## src/rtl/seq_det_sched.sv

```systemverilog
// Shared serial-pattern detector time-multiplexed over NCH bit-serial channels.
// Round-robin grant feeds one comparator; each channel keeps its own history, fill and match count.
module seq_det_sched #(
    parameter int unsigned NCH    = 4,
    parameter int unsigned MAXLEN = 8,
    parameter int unsigned CW     = 16,
    localparam int unsigned CHW   = $clog2(NCH),
    localparam int unsigned LW    = $clog2(MAXLEN + 1)
) (
    input  logic              clk,
    input  logic              rst_n,
    input  logic              en,
    input  logic              cfg_we,
    input  logic [MAXLEN-1:0] cfg_pattern,
    input  logic [LW-1:0]     cfg_len,
    output logic              cfg_err,
    input  logic [NCH-1:0]    ch_valid,
    input  logic [NCH-1:0]    ch_bit,
    output logic [NCH-1:0]    ch_ready,
    output logic              det_valid,
    output logic [CHW-1:0]    det_ch,
    input  logic              cnt_clr,
    input  logic [CHW-1:0]    rd_ch,
    output logic [CW-1:0]     rd_cnt
);

    localparam logic [CW-1:0] CNT_MAX = '1;

    logic [CHW-1:0]    ptr_q;
    logic [MAXLEN-1:0] pattern_q;
    logic [LW-1:0]     len_q;
    logic [MAXLEN-1:0] hist_q [NCH];
    logic [LW-1:0]     fill_q [NCH];
    logic [CW-1:0]     cnt_q  [NCH];
    logic              det_valid_q;
    logic [CHW-1:0]    det_ch_q;
    logic              cfg_err_q;

    logic              gnt_any_c;
    logic [CHW-1:0]    gnt_idx_c;
    logic [NCH-1:0]    grant_c;
    logic [CHW-1:0]    ptr_d;
    logic [MAXLEN-1:0] hist_new_c;
    logic [LW-1:0]     fill_new_c;
    logic [MAXLEN-1:0] mask_c;
    logic              match_c;
    logic              cfg_ok_c;

    // Round-robin search: first valid channel at or after the pointer, wrapping.
    always_comb begin
        logic [CHW:0] sum;
        sum       = '0;
        gnt_any_c = 1'b0;
        gnt_idx_c = '0;
        grant_c   = '0;
        for (int i = 0; i < NCH; i++) begin
            sum = {1'b0, ptr_q} + (CHW+1)'(i);
            if (sum >= (CHW+1)'(NCH)) begin
                sum = sum - (CHW+1)'(NCH);
            end
            if (en && !gnt_any_c && ch_valid[sum[CHW-1:0]]) begin
                gnt_any_c = 1'b1;
                gnt_idx_c = sum[CHW-1:0];
            end
        end
        if (gnt_any_c) begin
            grant_c[gnt_idx_c] = 1'b1;
        end
        ptr_d = (gnt_idx_c == CHW'(NCH - 1)) ? '0 : gnt_idx_c + CHW'(1);
    end

    // Comparator works on the granted channel's post-shift context.
    always_comb begin
        hist_new_c = {hist_q[gnt_idx_c][MAXLEN-2:0], ch_bit[gnt_idx_c]};
        fill_new_c = (fill_q[gnt_idx_c] == LW'(MAXLEN)) ? fill_q[gnt_idx_c]
                                                        : fill_q[gnt_idx_c] + LW'(1);
        mask_c = '0;
        for (int b = 0; b < MAXLEN; b++) begin
            mask_c[b] = (b < int'(len_q));
        end
        match_c = gnt_any_c && (len_q != '0) && (fill_new_c >= len_q) &&
                  (((hist_new_c ^ pattern_q) & mask_c) == '0);
        cfg_ok_c = cfg_we && !en && (cfg_len != '0) && (cfg_len <= LW'(MAXLEN));
    end

    always_ff @(posedge clk) begin
        if (!rst_n) begin
            ptr_q       <= '0;
            pattern_q   <= '0;
            len_q       <= '0;
            det_valid_q <= 1'b0;
            det_ch_q    <= '0;
            cfg_err_q   <= 1'b0;
            for (int g = 0; g < NCH; g++) begin
                hist_q[g] <= '0;
                fill_q[g] <= '0;
                cnt_q[g]  <= '0;
            end
        end else begin
            cfg_err_q   <= cfg_we && !cfg_ok_c;
            det_valid_q <= match_c;
            if (match_c) begin
                det_ch_q <= gnt_idx_c;
            end
            if (gnt_any_c) begin
                ptr_q <= ptr_d;
            end
            if (cfg_ok_c) begin
                pattern_q <= cfg_pattern;
                len_q     <= cfg_len;
            end
            for (int g = 0; g < NCH; g++) begin
                if (!en || cfg_ok_c) begin
                    hist_q[g] <= '0;
                    fill_q[g] <= '0;
                end else if (gnt_any_c && (gnt_idx_c == CHW'(g))) begin
                    hist_q[g] <= hist_new_c;
                    fill_q[g] <= fill_new_c;
                end
                // Clear has priority over a coincident match.
                if (cnt_clr) begin
                    cnt_q[g] <= '0;
                end else if (match_c && (gnt_idx_c == CHW'(g)) && (cnt_q[g] != CNT_MAX)) begin
                    cnt_q[g] <= cnt_q[g] + CW'(1);
                end
            end
        end
    end

    assign ch_ready  = grant_c;
    assign det_valid = det_valid_q;
    assign det_ch    = det_ch_q;
    assign cfg_err   = cfg_err_q;
    assign rd_cnt    = cnt_q[rd_ch];

endmodule

```

## config.mk

```make
export PLATFORM = sky130hd
export DESIGN_NAME = seq_det_sched
export DESIGN_NICKNAME = d
export VERILOG_FILES = /design/src/rtl/seq_det_sched.sv
export SDC_FILE = /design/constraint.sdc
export NUM_CORES = 1
export LEC_CHECK = 0
export ABC_CLOCK_PERIOD_IN_PS = 7100
export CORE_MARGIN = 2
export CORE_UTILIZATION = 50
export DETAILED_ROUTE_END_ITERATION = 6
export MAX_ROUTING_LAYER = met4
export PLACE_DENSITY_LB_ADDON = 0.05
export SLEW_MARGIN = 5
export SYNTH_ARGS = -nofsm -noshare
export SYNTH_HDL_FRONTEND = slang
export SYNTH_SLANG_ARGS = --single-unit
```

## constraint.sdc

```tcl
create_clock -name clk -period 7.1 [get_ports clk]
set_input_delay 1.42 -clock clk [delete_from_list [all_inputs] [get_ports clk]]
set_output_delay 1.42 -clock clk [all_outputs]
set_load 0.01 [all_outputs]
```

==> impl_metrics.py <==
metrics = {
    "synth": {
        "synth_warnings": 0,
        "synth_area_per_cell_um2": 10.62,
        "synth-seq-cells": 126,
        "syn_inst": 733,
        "async_flop_share_pct": 0,
        "dominantRegCellSynth": "edfxtp_1",
        "synth_fp_nets": 774,
        "seq_area_frac_synth_pct": 46.27,
        "synth-edff-count": 108,
        "synth_cell_type_count": 63,
        "synth.cell_area_um2": 7787,
    },
    "power_and_ir_drop": {
        "totalPowerFinal_mw": 2.338,
        "powerDensity_nw_per_um2": 258.1,
        "ir_drop_v": 0.0001845,
        "p_leak_nw": 3.103,
    },
    "outcome": {
        "outcome": "finished clean",
    },
    "cells_and_area": {
        "drive_gt1_share_pct": 15.54,
        "final_area_um2": 9060,
        "antennaDiodeCount": 0,
        "fin_nets": 813,
        "n_fill_cell": 1275,
        "mostFrequentLayoutCell": "edfxtp_1",
        "syn_to_final_growth_pct": 16.34,
        "layout_common_cells": "108 x edfxtp_1, 100 x nor2_1, 58 x nand2_1",
    },
    "hold_path": {
        "hold_depth": 2,
        "worstHoldEndpoint": "det_ch[1]",
        "worstHoldStart": "det_ch[1]",
        "min_path_type": "flip-flop to flip-flop",
    },
    "timing": {
        "drv_slew": 0,
        "worstMarginPinSlew_ns": 0.9122,
        "finalHoldWorstSlack_ns": 0.4771,
        "period_share_pct": 90.23,
        "max_slew_margin_pct": 38.99,
        "max_freq_mhz": 156.1,
        "rsz0062_at_grt": "false",
        "tns_ns": 0,
        "final.min_clock_period_ns": 6.406,
        "setup_viol": 0,
        "clock_skew_ns": 0.007728,
        "finalHoldViolCount": 0,
    },
    "detailed_routing": {
        "drtPass1Iterations": 5,
        "drt_iter0_drc": 368,
        "num_vias": 5769,
        "wl_um": 20050,
        "ant_nets": 0,
        "viasPerCell": 5.929,
        "wire_per_inst_um": 20.60,
        "post-route-drc-count": 0,
    },
    "grt": {
        "grt_use_total_pct": 26.06,
        "grt_pass1_wl_um": 31610,
        "antenna_found_initial": 0,
        "grt_pass1_vias": 5740,
        "grt_max_degree": 39,
        "globalRouteOverflowTotal": 0,
    },
    "cts": {
        "clkSinkCount": 126,
        "cts_buffers": 17,
        "root_buffer": "clkbuf_16",
        "cts_tree": "done",
        "insertion_delay_ns": 0.42,
        "h-tree-depth": 4,
        "path_clk_slew_ns": 0.06,
        "post-cts-setup-buffers": 0,
        "post_cts_resized": 0,
        "clockBufferDepth": 2,
        "hold_buffers": 0,
    },
    "floorplanning": {
        "die_area_um2": 16590,
        "die_w_um": 128.8,
        "io_pins": 51,
        "rows": 45,
        "start_util_pct": 51.23,
        "design.core.area_um2": 15200,
        "die_y_um": 128.8,
    },
    "worst_setup_path": {
        "required_ns": 7.21,
        "r2r_setup_slack_ns": 1.80,
        "cp-start-kind": "input port",
        "crit_path_max_fanout": 16,
        "timing.rr.start": "ptr_q[0]",
        "r2r_end": "cnt_q[1][3]",
        "rr_worst_depth": 22,
        "path_class": "input port to flip-flop",
        "worstPathArrival_ns": 6.51,
        "endpoint_kind": "flip-flop",
    },
    "run": {
        "drv_cap": 0,
    },
    "place": {
        "portBuffers": 50,
        "dp_hpwl_um": 14330,
        "gp_congestion": 0.8874,
        "dpl-instance-area_um2": 8441,
    },
}
## power breakdown
group,internal [mW],switching [mW],total (mW)
clock,0.587,0.330,0.917
combinational,0.191,0.308,0.498
sequential,0.866,0.0575,0.923
total,1.64,0.695,2.34
## worst max-delay path: stages
cell,delay (ns)
clkdlybuf4s50_1,0.59
or2_2,0.36
mux4_2,0.49
o211ai_2,0.23
nand2_4,0.07
inv_2,0.21
mux2i_1,0.22
mux2_2,0.22
ha_1,0.15
inv_1,0.05
nor3b_1,0.23
xnor2_1,0.18
ha_1,0.30
nand2b_1,0.09
a21o_1,0.11
a21o_1,0.10
a21oi_1,0.06
a211oi_1,0.18
o2111ai_1,0.13
and4bb_1,0.30
nand3_2,0.30
o21ai_1,0.23
buf_4,0.29
## how the worst max path moves through the flow
| stage | endpoint | slack (ns) | start |
|---|---|---|---|
| 6_report | cnt_q[1][3] | 0.69 | ch_valid[2] |
| 5_1_grt | cnt_q[3][5] | 0.35 | ch_valid[1] |
| 4_1_cts | cnt_q[1][15] | 0.73 | ch_valid[2] |
| 3_5_place_dp | cnt_q[3][2] | 0.29 | ch_valid[2] |
| 3_3_place_gp | cnt_q[1][11] | 0.45 | ch_valid[2] |
| 2_1_floorplan | cnt_q[0][0] | 0.11 | ch_valid[3] |
## per-stage QoR
step                setup WS [ns]  utilization, %  instances
floorplan                  0.1107               -        733
global placement           0.4492           55.52        941
detailed placement         0.2940           55.52        941
CTS                        0.7253           59.60        973
global route               0.3538           59.60        973
finish                     0.6936           59.60        973
## final cells by class
type / count / area [µm²] / area share (%)
multi-input combinational: 539 / 3886 / 42.89
sequential: 126 / 3603 / 39.77
timing repair buffer: 66 / 633.1 / 6.988
clock buffer: 18 / 429.2 / 4.737
tap: 188 / 235.2 / 2.596
clock inverter: 14 / 190.2 / 2.099
inverter: 22 / 82.58 / 0.9115
## sequential cells by signal (all words and copies together), names as in the netlist
| name | cells |
|---|---|
| cfg_err | 1 |
| det_valid | 1 |
| len_q | 4 |
| det_ch | 2 |
| cnt_q | 64 |
| fill_q | 16 |
| pattern_q | 8 |
| ptr_q | 2 |
| hist_q | 28 |
## layer usage
metal | GRT usage (%) | share of wire [%] | wire (µm)
met1 | 29.41 | 40 | 7985
met2 | 44.63 | 52 | 10410
met3 | 5.447 | 4.9 | 974
met4 | 11.70 | 3.4 | 675
met5 | - | 0 | 0
## synth_stat cells, types with 19 or more instances
library cell / instances / area [µm²]
clkbuf_1: 28 / 105.1
edfxtp_1: 108 / 3243
inv_1: 21 / 78.83
mux2i_1: 28 / 280.3
mux4_2: 19 / 427.9
nand2_1: 58 / 217.7
nand3_1: 41 / 205.2
nor2_1: 100 / 375.4
nor3_1: 30 / 150.1
nor3_2: 20 / 200.2
nor4_2: 20 / 250.2
xnor2_1: 37 / 324.1
xor2_1: 38 / 332.8
## logic make-up after synthesis
family,share of synthesized area (%)
AOI/OAI and AO/OA,5.045
xor gates and xnor gates,8.435
adders and majority gates,2.249
buffers and inverters,3.904
DFF,46.27
muxes,10.11
and+or+nand+nor,23.99
Power figures use the tool's default switching activity.
==> RTL change 1, RTL diff (config.mk and constraints unchanged) <==
Reset style: asynchronous (`rst_n`), changed in one clocked block.
--- a/src/rtl/seq_det_sched.sv
+++ b/src/rtl/seq_det_sched.sv
@@ -85,3 +85,3 @@
 
-    always_ff @(posedge clk) begin
+    always_ff @(posedge clk or negedge rst_n) begin
         if (!rst_n) begin
Function: differs if rst_n is asserted again (counterexample within 4 cycles, from zero or initial values and one cycle with rst_n low); with rst_n held inactive, the same outputs for 4 cycles.
==> RTL change 1 against the unedited design <==
Utilization fell by 0.75 points; largest cell class unchanged; setup slack got worse by 0.10 ns; critical path depth rose by 1; sequential cell count did not move; area after synthesis rose by 6.2%; clock skew rose by 0.0031 ns; design area rose by 6.2%; first-iteration DRC count rose by 44%; count of clock-buffer cells in the layout did not move; routed wire length rose by 17%; fmax fell by 1.5%; critical endpoint is now cnt_q[46]$_DFFE_PN0P_.
Power is not compared: it rests on default switching activity, and its combinational part moved more than twofold at a synthesized area within 25%.
==> RTL change 1: results (changes against the unedited design) <==
* Mapped Nets at 963 (+24%)
* GP Congestion at 0.8935 (+0.69%)
* Async set-reset flop share out of synthesis at 100.0% (+100 points)
* GRT Total Usage at 27.83% (+1.8 points)
* Vias in the first global route at 7019 (+22%)
* DP Area at 0.008979 mm² (+6.4%)
* First-pass GRT wire length at 37310 µm (+18%)
* # nets final at 999 (+23%)
* Area of the multi-input gates at 0.004760 mm² (+22%)
* Non-clock buffer count at 75 (+14%)
* Register area share after synthesis at 38.14% (-8.1 points)
* Post-Route Utilization at 58.85% (-0.75 points)
* DPL Wire Length at 16480 µm (+15%)
* Iter 0 DRT Violations at 530 (+44%)
* Post-synthesis mux area share at 11.83% (+1.7 points)
* Fillers at 1473 (+16%)
* Sequential power at 0.924 mW
* Largest regs: cnt_q x64, hist_q x28, fill_q x16
* Main synth FF type: dfrtp_1
* Antenna violations before repair at 0 (unchanged)
* Multi-input gate count at 712 (+32%)
* DR WL/cell at 19.68 µm (-4.5%)
* Yosys cell types at 74 (+17%)
* Worst-margin pin slew at 1.255 ns (+0.3432 ns)
* Layout Skew at 0.01085 ns (+0.003124 ns)
* Multi-input combinational area share at 49.47% (+6.6 points)
* Non-clock inverter count in the final layout at 26 (+18%)
* Share of layout cells above drive strength 1 at 14.12% (-1.4 points)
* Net Sw Frac at 39.03%
* Synth top area cells: dfrtp_1, nand2_1, mux2_2
* Overall Power at 3.143 mW
* Yosys warnings at 0 (unchanged)
* Non-Filler Instances at 1190 (+22%)
* Top cells by instance count after synthesis: nand2_1, dfrtp_1, nor2_1
* Outcome: finished clean
* Crit Path Max Fanout at 97 (+81)
* Syn Area/Cell at 8.967 µm² (-16%)
* Final clock-cell share at 6.672% (-0.16 points)
* Sequential cell count at 126 (unchanged)
* Register Area at 0.003153 mm² (-13%)
* Synth-to-layout area growth at 16.36% (about the same)
* Via count at 7236 (+25%)
* XOR/XNOR Fraction of Synth Area at 0.7415% (-7.7 points)
* Largest net degree at the start of global routing at 98 (+150%)
* Synth Area in Compound Gates at 16.75% (+12 points)
* Post-synthesis adder-cell area fraction at 2.119% (-0.13 points)
* Non-clock buffers, area share at 7.205% (+0.22 points)
* DRT Pass-1 Iters at 5 (unchanged)
* CP arrival at 6.80 ns (+0.29 ns)
==> RTL change 1: metal layers <==
layer / up-vias / global-route usage (%) / wire length [µm]
met5: - / - / 0
met4: 0 / 11.17 / 707
met3: 50 / 4.406 / 1002
met2: 221 / 47.67 / 11990
met1: 3557 / 32.82 / 9718
li1: 3408 / - / -
==> RTL change 1: final timing paths <==
path | cells after the start | to | start | slack, ns
max | 24 | cnt_q[46]$_DFFE_PN0P_ | ch_valid[2] | 0.59
min in group asynchronous | 1 | cnt_q[59]$_DFFE_PN0P_ | rst_n | 1.06
max in group asynchronous | 2 | hist_q[27]$_DFFE_PN0P_ | rst_n | 4.62
min reg2reg | 2 | det_ch[1]$_DFFE_PN0N_ | det_ch[1]$_DFFE_PN0N_ | 0.49
max reg2reg | 24 | cnt_q[46]$_DFFE_PN0P_ | ptr_q[1]$_DFFE_PN0P_ | 1.56
min | 2 | det_ch[1]$_DFFE_PN0N_ | det_ch[1]$_DFFE_PN0N_ | 0.49
==> RTL change 1: critical path: stages <==
cell and delay (ns):
clkdlybuf4s50_1 0.59, and3b_1 0.23, o21a_2 0.27, a221oi_4 0.36
a211oi_2 0.15, nor2_4 0.22, mux2_2 0.40, ha_1 0.19
inv_1 0.08, nor3b_1 0.06, xnor2_1 0.19, inv_1 0.07
ha_1 0.26, nand2b_1 0.09, a21o_1 0.10, a21oi_1 0.05
nor2b_1 0.11, o21ai_0 0.08, a311oi_1 0.34, nand4_1 0.17
or2_2 0.33, buf_12 0.22, nor4b_1 0.38, mux2_2 0.38
==> RTL change 1: metrics by stage <==
step	hold WS [ns]	setup slack, ns
floorplan	0.4948	0.9229
global placement	0.4824	0.4312
detailed placement	0.4838	0.2296
CTS	0.4974	0.6386
global route	0.5364	0.3320
finish	0.4877	0.5938
==> RTL change 2, RTL diff (same flow settings) <==
Without the edit above. The parameter `MAXLEN` goes from 8 to 16.
--- a/src/rtl/seq_det_sched.sv
+++ b/src/rtl/seq_det_sched.sv
@@ -4,3 +4,3 @@
     parameter int unsigned NCH    = 4,
-    parameter int unsigned MAXLEN = 8,
+    parameter int unsigned MAXLEN = 16,
     parameter int unsigned CW     = 16,
Interface: changed (resized cfg_len and cfg_pattern); port bits go from 51 to 60. No check against the original RTL was run, so the function may have changed too.
==> RTL change 2 against the unedited design <==
Worst hold slack got worse by 0.013 ns; design area increased by 34%; clock power increased by 3.6%; routed wire length increased by 46%; global-route usage increased by 1.8 points; setup slack got worse by 0.21 ns; area after synthesis increased by 35%; sequential cell count increased by 45; clock skew increased by 0.0042 ns; non-clock buffer count increased by 38; total power increased by 42%; largest power group unchanged.
==> RTL change 2: results (changes against the unedited design) <==
* CP arrival at 5.20 ns (-1.31 ns)
* Yosys cell types at 72 (+14%)
* Iter 0 DRT Violations at 811 (+120%)
* DPL Wire Length at 19720 µm (+38%)
* Sw power at 1.204 mW (+73%)
* Outcome: finished clean
* Share of layout cells above drive strength 1 at 14.78% (-0.76 points)
* DRT Pass-1 Iters at 5 (unchanged)
* Clk_lat worst skew at 0.43 ns
* Critical-path top delay cell: or4_1
* Largest regs: cnt_q x64, hist_q x60, fill_q x20
* IO buf count at 59 (+18%)
* Reg2reg setup slack at 1.36 ns (-0.44 ns)
* Register area share after synthesis at 46.18% (-0.091 points)
* Max H-tree Level at 4 (unchanged)
* EDFF count, synth at 144 (+33%)
* IR drop worst, VDD at 0.1912 mV (+3.7%)
* Via count at 8251 (+43%)
* Yosys warnings at 0 (unchanged)
* First-pass GRT wire length at 45240 µm (+43%)
* Vias in the first global route at 7900 (+38%)
* Gate Count Post-Synth at 1027 (+40%)
* Critical Path Max Stage Delay at 0.63 ns (+0.04 ns)
* DR WL/cell at 21.39 µm (+3.8%)
* Mapped Nets at 1078 (+39%)
* GP Congestion at 0.9048 (+2.0%)
* Clock Path Buffers at 2 (unchanged)
* Clk slew on worst S/H paths at 0.07 ns
* Slew HR at 26.09% (-13 points)
* Synth top area cells: edfxtp_1, nor2_1, nor4_2
* Lkg Pwr at 4.340 nW (+40%)
* GRT Total Usage at 27.83% (+1.8 points)
* Top cells by instance count after synthesis: nor2_1, edfxtp_1, nand2_1
* Post-CTS Setup Bufs at 0 (unchanged)
* Largest net degree at the start of global routing at 48 (+23%)
* Layout Skew at 0.01190 ns (+0.004171 ns)
* Post-Place Cells at 1332 (+42%)
* Main synth FF type: edfxtp_1
* Worst hold path type: flip-flop to flip-flop
* WL final at 29180 µm (+46%)
* CP top delay family: buffers and inverters
* N_diodes at 0 (unchanged)
* Crit Path Max Fanout at 31 (+15)
RTL change 2: changes by cell type after synthesis, moves of 7 or more:
| cell | before | now |
|---|---|---|
| nor3_2 | 20 | 0 |
| nand3b_1 | 3 | 10 |
| xnor2_1 | 37 | 28 |
| mux2i_1 | 28 | 51 |
| clkbuf_1 | 28 | 47 |
| a31oi_1 | 0 | 8 |
| nor4_2 | 20 | 46 |
| nand2_1 | 58 | 100 |
| o21ai_0 | 18 | 28 |
| dfxtp_1 | 18 | 27 |
| nor2_1 | 100 | 155 |
| nand2b_1 | 4 | 11 |
| edfxtp_1 | 108 | 144 |
RTL change 2: cell families (layout without fill, tap and decap cells):
| logic type | count (synthesis) | count (layout) | synth area share [%] |
|---|---|---|---|
| and+or+nand+nor | 488 | 488 | 25.67 |
| DFF | 171 | 171 | 46.18 |
| AOI/OAI and AO/OA | 118 | 118 | 7.863 |
| buffers and inverters | 96 | 158 | 4.074 |
| muxes | 70 | 70 | 8.695 |
| xor gates and xnor gates | 69 | 69 | 5.737 |
| adders and majority gates | 15 | 15 | 1.782 |
RTL change 2: layer usage:
metal / global-route usage [%] / share of wire, % / up-vias
li1: - / - / 3866
met1: 41.50 / 47 / 4018
met2: 39.75 / 44 / 338
met3: 4.954 / 7.9 / 29
met4: 6.190 / 1.3 / 0
met5: - / 0 / -
RTL change 2: power by group through the flow:
stage               clock, mW  sequential, mW  combinational (mW)
finish                  0.950            1.29                1.08
global route             1.01            1.30                1.17
CTS                     0.964            1.29                1.07
detailed placement          0            1.31                1.07
global placement            0            1.31                1.06
floorplan                   0            1.27               0.721
RTL change 2: path summary, 6_finish.rpt:
check	from	to	depth (start not counted)
setup / recovery	ch_valid[3]	ch_ready[3]	11
hold reg to reg	det_ch[1]$_SDFFE_PN0N_	det_ch[1]$_SDFFE_PN0N_	2
hold / removal	det_ch[1]$_SDFFE_PN0N_	det_ch[1]$_SDFFE_PN0N_	2
setup reg to reg	ptr_q[1]$_SDFFE_PN0P_	cnt_q[0][10]$_SDFFCE_PN0P_	25
RTL change 2: stage by stage:
stage	cell area [µm²]	setup slack (ns)	hold slack (ns)
3_3_place_gp	11540	0.1821	0.4569
3_5_place_dp	11540	0.08558	0.4570
2_1_floorplan	10560	-0.07323	0.4789
4_1_cts	12130	0.5015	0.4725
5_1_grt	12130	0.1020	0.5086
6_report	12130	0.4793	0.4637
RTL change 2: final cells by class:
| class | instances | area (µm²) |
|---|---|---|
| repair buffers | 104 | 965.9 |
| multi-input cells | 760 | 5280 |
| well taps | 275 | 344.1 |
| clock buffers | 17 | 425.4 |
| fillers | 1841 | 8696 |
| flip-flops and latches | 171 | 4865 |
| clock inverters | 15 | 163.9 |
| inverters | 22 | 82.58 |
